<file path="src/rtl/lab2_pkg.sv">
// Shared definitions for the lab 2 serial arithmetic blocks.
//
// Contents:
//   DEFAULT_WIDTH : default operand width for the serial subtractor.
//   state_t       : FSM state encoding (ST_IDLE=0, ST_SHIFT=1, ST_DONE=2).
package lab2_pkg;

  localparam int DEFAULT_WIDTH = 4;

  typedef enum logic [1:0] {
    ST_IDLE  = 2'd0,
    ST_SHIFT = 2'd1,
    ST_DONE  = 2'd2
  } state_t;

endpackage

</file>
<file path="src/rtl/full_subtractor.sv">
// One-bit full subtractor, the counterpart of the lab's full-adder cell.
// Computes a - b - bin for a single bit position.
//
// Ports:
//   a    : minuend bit
//   b    : subtrahend bit
//   bin  : borrow from the less significant position
//   d    : difference bit
//   bout : borrow into the more significant position
module full_subtractor (
  input  logic a,
  input  logic b,
  input  logic bin,
  output logic d,
  output logic bout
);

  assign d    = a ^ b ^ bin;
  // Borrow when b exceeds a outright, or when they are equal and a borrow
  // is already pending.
  assign bout = (~a & b) | (~(a ^ b) & bin);

endmodule

</file>
<file path="src/rtl/lab2_serial_sub.sv">
// Bit-serial subtractor: resolves D = (A - B - Bin) mod 2^WIDTH one bit per
// clock, LSB first, through a single full_subtractor cell. Bin/Bout allow
// several instances to be chained for wider words.
//
// Parameters:
//   WIDTH : operand and difference width (2..16)
//
// Ports:
//   Clock : system clock, rising edge
//   Reset : synchronous, active-high
//   Start : request, honoured only when the block can accept
//   A, B  : minuend / subtrahend, captured on the accepting edge
//   Bin   : borrow-in, captured on the accepting edge
//   Busy  : high from the accepting edge until the operation retires
//   Done  : one-cycle completion pulse
//   D     : difference, held until the next completion
//   Bout  : borrow-out, 1 iff A < B + Bin (unsigned)
//
// State table:
//   state    | meaning
//   ---------+--------------------------------------------------------------
//   ST_IDLE  | waiting for Start
//   ST_SHIFT | one bit per clock through the subtractor cell
//   ST_DONE  | Done pulse cycle; a Start seen on the exit edge is accepted
//            | so back-to-back operations run every WIDTH+1 cycles
module lab2_serial_sub
  import lab2_pkg::*;
#(
  parameter int WIDTH = DEFAULT_WIDTH
) (
  input  logic             Clock,
  input  logic             Reset,
  input  logic             Start,
  input  logic [WIDTH-1:0] A,
  input  logic [WIDTH-1:0] B,
  input  logic             Bin,
  output logic             Busy,
  output logic             Done,
  output logic [WIDTH-1:0] D,
  output logic             Bout
);

  localparam int CNT_W = $clog2(WIDTH);

  state_t           state;
  logic [CNT_W-1:0] cnt;
  logic [WIDTH-1:0] ra;
  logic [WIDTH-1:0] rb;
  logic [WIDTH-1:0] rd;
  logic             br;

  logic             d_bit;
  logic             bout_bit;
  logic             last_bit;
  logic             accept;
  logic [WIDTH-1:0] rd_next;

  full_subtractor u_fs (
    .a    (ra[0]),
    .b    (rb[0]),
    .bin  (br),
    .d    (d_bit),
    .bout (bout_bit)
  );

  assign last_bit = (cnt == CNT_W'(WIDTH - 1));
  assign rd_next  = {d_bit, rd[WIDTH-1:1]};
  // The DONE exit edge doubles as an accept edge so a held Start streams
  // operations with no idle gap.
  assign accept   = Start && ((state == ST_IDLE) || (state == ST_DONE));

  always_ff @(posedge Clock) begin
    if (Reset) begin
      state <= ST_IDLE;
      cnt   <= '0;
      ra    <= '0;
      rb    <= '0;
      rd    <= '0;
      br    <= 1'b0;
      D     <= '0;
      Bout  <= 1'b0;
      Busy  <= 1'b0;
      Done  <= 1'b0;
    end else begin
      case (state)
        ST_IDLE, ST_DONE: begin
          Done <= 1'b0;
          if (accept) begin
            ra    <= A;
            rb    <= B;
            br    <= Bin;
            cnt   <= '0;
            rd    <= '0;
            Busy  <= 1'b1;
            state <= ST_SHIFT;
          end else begin
            Busy  <= 1'b0;
            state <= ST_IDLE;
          end
        end

        ST_SHIFT: begin
          ra  <= ra >> 1;
          rb  <= rb >> 1;
          rd  <= rd_next;
          br  <= bout_bit;
          cnt <= cnt + CNT_W'(1);
          if (last_bit) begin
            D     <= rd_next;
            Bout  <= bout_bit;
            Done  <= 1'b1;
            state <= ST_DONE;
          end
        end

        default: begin
          state <= ST_IDLE;
          Busy  <= 1'b0;
          Done  <= 1'b0;
        end
      endcase
    end
  end

endmodule

</file>
<file path="config.mk">
export PLATFORM = sky130hd
export DESIGN_NAME = lab2_serial_sub
export DESIGN_NICKNAME = d
export VERILOG_FILES = /design/src/rtl/lab2_pkg.sv /design/src/rtl/full_subtractor.sv /design/src/rtl/lab2_serial_sub.sv
export SDC_FILE = /design/constraint.sdc
export NUM_CORES = 1
export LEC_CHECK = 0
export CAP_MARGIN = 20
export CORE_MARGIN = 5
export CORE_UTILIZATION = 26
export DETAILED_ROUTE_END_ITERATION = 6
export MAX_ROUTING_LAYER = met4
export PLACE_DENSITY = 0.57
export SLEW_MARGIN = 20
export SYNTH_ARGS = -nofsm -noshare
export SYNTH_HDL_FRONTEND = slang
export SYNTH_SLANG_ARGS = --single-unit
</file>
<file path="constraint.sdc">
create_clock -name Clock -period 2.1 [get_ports Clock]
set_input_delay 0.525 -clock Clock [delete_from_list [all_inputs] [get_ports Clock]]
set_output_delay 0.525 -clock Clock [all_outputs]
set_load 0.05 [all_outputs]
</file>
==> results.json <==
{
  "h-tree-depth": 1,
  "clock_latency_ns": 0.26,
  "grtUsageTotal": 0.0894,
  "synthFlopType": "dfxtp_1",
  "dp_hpwl_um": 1390,
  "drtIter0Drc": 57,
  "fillers": 386,
  "grt_max_degree": 24,
  "critical_path_class": "reg -> out",
  "min_path_type": "reg -> reg",
  "whs_ns": 0.457,
  "cts_hold_buf": 0,
  "synth_area_leaders": "dfxtp_1, a21oi_1, nand3_1",
  "max_freq_ghz": 0.513,
  "drive_gt1_frac": 0.0593,
  "crit_fanout": 2,
  "viasPerCell": 4.61,
  "synth_seq_cells": 23,
  "syn_area_um2": 952,
  "io_buffers": 18,
  "firstDrtPassIters": 4,
  "finalSetupTns_ns": 0,
  "drt-wirelength-per-cell_um": 12.0,
  "setup_viol": 0,
  "cts_buffer_depth": 2,
  "cp.arrival_ns": 1.42,
  "cts_tree": "built",
  "hold_violations": 0,
  "yosysWarnings": 0,
  "fin_crit_sh": 0.928,
  "start_util": 0.264,
  "cp.required_ns": 1.57,
  "ys_seq_area_frac": 0.484,
  "report.final.slew_viol_count": 0,
  "worst_slew_pin_slew_ns": 0.693,
  "grt_pass1_vias": 762,
  "rows": 22,
  "gp_congestion": 0.700,
  "die-area_um2": 4970,
  "fin_nets": 133,
  "whs_path_depth": 2,
  "p_leak_nw": 0.386,
  "wl_um": 2000,
  "status": "finished, final reports clean",
  "syn_inst": 104,
  "path_clk_slew_ns": 0.08,
  "grt_setup_unrepaired": "false",
  "critical_path.max_stage_delay_ns": 0.81,
  "die_y_um": 70.5,
  "register_area_um2": 460,
  "worst-path-buf-inv": 1,
  "drc_errors": 0,
  "gr-total-overflow": 0,
  "slowest_stage": "clkdlybuf4s50_1",
  "clock-sinks": 23,
  "postLayoutCoreUtil": 0.325,
  "powerDensity_nw_per_um2": 727,
  "cts_resized": 0,
  "grt_pass1_wl_um": 3430,
  "worstSetupPathDepth": 1,
  "synthMuxAreaShare": 0,
  "endpoint_kind": "output pin",
  "fp.coreArea_um2": 3610,
  "antennaDiodeCount": 0,
  "antenna_found_initial": 0,
  "synthArstFlopShare": 0,
  "synth-xor-area-share": 0,
  "postCtsSetupBuffers": 0,
  "synthDistinctLibCells": 24,
  "r2r_cells": 3,
  "synth_top_family_by_area": "simple AND/OR/NAND/NOR gates",
  "cap_violations": 0,
  "clock_skew_ns": 0.000990,
  "vias": 765,
  "floorplan.die.width_um": 70.5,
  "ios": 19,
  "synth_nets": 118,
  "synth-simple-area-share": 0.212,
  "vdd_drop_max_mv": 0.346,
  "start_kind": "register",
  "period_minus_slack_ns": 1.95,
  "yosysTopAreaCell": "dfxtp_1",
  "synth_edf_count": 0,
  "multiInputGateArea_um2": 410,
  "crit_family": "buffers and inverters",
  "syn_avg_cell_area_um2": 9.16,
  "maxSlewHeadroom": 0.538,
  "cts_buffers": 3,
  "cp_cell_sequence": "clkdlybuf4s50_1",
  "synth_top_area_frac": 0.484,
  "root_buffer": "clkbuf_8",
  "syn_to_final_growth_pct": 23.0,
  "synthAdderAreaFrac": 0.0342,
  "synth_compound_area_frac": 0.185,
  "ant_nets": 0
}
routing by layer:
metal  up-vias  routed length (um)  GRT usage
li1        388                   -          -
met1       358                 920     0.0930
met5         -                   0          -
met4         0                  30     0.0319
met2        15                 940      0.152
met3         4                 108     0.0360
area by class of cell:
type / count / share of cell area
multi-input combinational: 70 / 0.350
inverter: 2 / 0.00641
sequential: 23 / 0.393
tap: 48 / 0.0513
timing repair buffer: 19 / 0.160
clock buffer: 4 / 0.0385
power by group:
part           total (mW)  leakage, nW  switching (mW)  internal [mW]
Sequential          0.467        0.188          0.0122          0.455
Combinational       0.111        0.176          0.0619         0.0494
Clock               0.273       0.0228           0.137          0.135
Total               0.851        0.386           0.211          0.640
kinds of logic (layout without fill, tap and decap cells):
| group | after synthesis | in the layout |
|---|---|---|
| buffers and inverters | 11 | 25 |
| DFF | 23 | 23 |
| and+or+nand+nor | 39 | 39 |
| AOI/OAI and AO/OA | 29 | 29 |
| adders and majority gates | 2 | 2 |
flip-flops by register name, indices dropped and copies added (netlist names):
name and count:
Busy 1, br 1, Bout 1, state 2, cnt 2, D 4
rd 3, rb 4, Done 1, ra 4
cell usage after synthesis, types with 2 or more instances:
cell type / instances
nor2_1: 3
buf_2: 2
clkbuf_1: 2
dfxtp_1: 23
nand2_1: 10
nand3_1: 18
buf_6: 3
nand2b_1: 2
inv_1: 2
a21oi_1: 20
a22oi_1: 6
layout by cell type (no fill, tap or decap), types with 2 or more instances in the layout:
cell type and count:
a22oi_1 6, nand2_1 10, clkbuf_8 3, nand3_1 18, nor2_1 3, clkdlybuf4s50_1 18
nand2b_1 2, a21oi_1 20, dfxtp_1 23, inv_1 2
per-stage QoR:
step,power (mW),cells,setup WS [ns],area (um^2)
after floorplan,0.562,104,0.955,952
after global placement,0.586,162,0.439,1130
after detailed placement,0.588,162,0.384,1130
after CTS,0.861,166,0.144,1170
after global routing,0.893,166,0.113,1170
final,0.851,166,0.152,1170
final timing paths:
check / start / to / slack (ns)
max: Busy$_SDFFE_PP0N_ / Busy / 0.15
min: D[3]$_SDFFE_PP0P_ / D[3]$_SDFFE_PP0P_ / 0.46
max reg2reg: state[1]$_SDFFE_PP0P_ / ra[3]$_SDFFE_PP0P_ / 0.74
min reg2reg: D[3]$_SDFFE_PP0P_ / D[3]$_SDFFE_PP0P_ / 0.46
tightest hold or removal path, stage by stage, from the launching register on:
cell	delay, ns
dfxtp_1	0.31
nand2_1	0.05
a21oi_1	0.05
(Power assumes the default switching activity.)
==> RTL edit (same flow settings) <==
Add an input register stage for `Start`, `A`, `B` and `Bin`, with the module's reset; this delays them by one clock. Comments in the files are not updated.
--- a/src/rtl/lab2_serial_sub.sv
+++ b/src/rtl/lab2_serial_sub.sv
@@ -42,6 +42,25 @@
 
   localparam int CNT_W = $clog2(WIDTH);
 
+  logic Start_q;
+  logic [WIDTH-1:0] A_q;
+  logic [WIDTH-1:0] B_q;
+  logic Bin_q;
+
+  always_ff @(posedge Clock) begin
+    if (Reset) begin
+      Start_q <= '0;
+      A_q     <= '0;
+      B_q     <= '0;
+      Bin_q   <= '0;
+    end else begin
+      Start_q <= Start;
+      A_q     <= A;
+      B_q     <= B;
+      Bin_q   <= Bin;
+    end
+  end
+
   state_t           state;
   logic [CNT_W-1:0] cnt;
   logic [WIDTH-1:0] ra;
@@ -67,7 +86,7 @@
   assign rd_next  = {d_bit, rd[WIDTH-1:1]};
   // The DONE exit edge doubles as an accept edge so a held Start streams
   // operations with no idle gap.
-  assign accept   = Start && ((state == ST_IDLE) || (state == ST_DONE));
+  assign accept   = Start_q && ((state == ST_IDLE) || (state == ST_DONE));
 
   always_ff @(posedge Clock) begin
     if (Reset) begin
@@ -86,9 +105,9 @@
         ST_IDLE, ST_DONE: begin
           Done <= 1'b0;
           if (accept) begin
-            ra    <= A;
-            rb    <= B;
-            br    <= Bin;
+            ra    <= A_q;
+            rb    <= B_q;
+            br    <= Bin_q;
             cnt   <= '0;
             rd    <= '0;
             Busy  <= 1'b1;
Function: changed (Yosys sat finds a counterexample within 4 cycles, from zero or initial values and one cycle with Reset high).
==> RTL edit against the original RTL <==
- sequential power rose by 41%
- sequential share of layout area grew 4.6 points
- cell area increased by 28%
- largest cell class unchanged
- total power increased by 43%
- largest power group unchanged
- synthesized area up 30%
- final cell count rose by 17%
- first-iteration DRC count shrank 21%
- routed wire length increased by 9.1%
- setup slack improved by 0.0079 ns
- sequential cell count increased by 10
- die area rose by 26%
==> RTL edit: results (changes against the original RTL) <==
{
  "sw_frac_of_total": {"value": 22.0, "unit": "%", "change": "-2.8 points"},
  "cts.clk_slew.worst_paths": {"value": 0.06, "unit": "ns", "change": "-0.02 ns"},
  "area_growth_syn_to_fin_pct": 21.1,
  "clock_tree_area_fraction": {"value": 5.75, "unit": "%", "change": "+1.9 points"},
  "cts_inserted_buffers": {"value": 5, "change": "+2"},
  "placed_instance_area": {"value": 1420, "unit": "sq um", "change": "+26%"},
  "layout.buffer.nonclock.area_share": {"value": 12.5, "unit": "%", "change": "-3.5 points"},
  "dr_total_vias": {"value": 907, "change": "+19%"},
  "grt_start_max_net_pins": {"value": 34, "change": "+42%"},
  "grtUsageTotal": {"value": 7.95, "unit": "%", "change": "-0.99 points"},
  "synth.cells.most_frequent": "33 x sky130_fd_sc_hd__dfxtp_1, 20 x sky130_fd_sc_hd__a21oi_1, 14 x sky130_fd_sc_hd__nand3_1, 10 x sky130_fd_sc_hd__nand2_1, 10 x sky130_fd_sc_hd__nor2b_1",
  "clockPowerShare": {"value": 38.3, "unit": "%", "change": "+6.2 points"},
  "placed_cells_incl_taps": {"value": 188, "change": "+16%"},
  "fill_cells": {"value": 474, "change": "+23%"},
  "drtIter0Drc": {"value": 45, "change": "-21%"},
  "timing.hold.ws": {"value": 0.443, "unit": "ns", "change": "-0.0143 ns"},
  "synth_compound_area_share": {"value": 14.2, "unit": "%", "change": "-4.3 points"},
  "worst_ir_drop_vdd": {"value": 0.257, "unit": "mV", "change": "-26%"},
  "worst_r2r_endpoint": "br",
  "run_status": "complete, no violations",
  "m1WireLength": {"value": 952, "unit": "um", "change": "+3.5%"},
  "numClockSinks": {"value": 33, "change": "+43%"},
  "place_hpwl": {"value": 1470, "unit": "um", "change": "+6.0%"},
  "syn_nets": {"value": 139, "change": "+18%"},
  "grt_util_met3": {"value": 4.08, "unit": "%", "change": "+0.48 points"},
  "num-nets-final": {"value": 155, "change": "+17%"},
  "dp_worst_setup_slack": {"value": 0.456, "unit": "ns", "change": "+0.0721 ns"},
  "wire_length_of_the_first_global_routing_pass": {"value": 3680, "unit": "um", "change": "+7.2%"},
  "timing.hold.worst.start": "B_q[3]",
  "cts_max_level": {"value": 2, "change": "+1"},
  "synth-adder-area-share": {"value": 2.62, "unit": "%", "change": "-0.80 points"},
  "hold_path_end": "rb[3]"
}
-- RTL edit: changes by cell type after synthesis --
cell,change
sky130_fd_sc_hd__clkbuf_1,+1
sky130_fd_sc_hd__nand3_1,-4
sky130_fd_sc_hd__dfxtp_1,+10
sky130_fd_sc_hd__nand3_2,+4
sky130_fd_sc_hd__nor2b_1,+10
sky130_fd_sc_hd__buf_2,-1
sky130_fd_sc_hd__buf_4,+1
-- RTL edit: kinds of logic after synthesis --
logic type | count (synthesis)
AND/OR/NAND/NOR | 49
adder cells (fa/ha/maj) | 2
buffers and inverters | 12
flip-flops | 33
AO/OA/AOI/OAI | 29
-- RTL edit: how the worst max path moves through the flow --
stage,slack [ns],endpoint,startpoint
6_report,0.16,Busy,Busy
5_1_grt,0.11,Busy,Busy
4_1_cts,0.14,Busy,Busy
3_5_place_dp,0.46,Busy,Busy
3_3_place_gp,0.46,Busy,Busy
2_1_floorplan,0.97,D[3],rb[0]
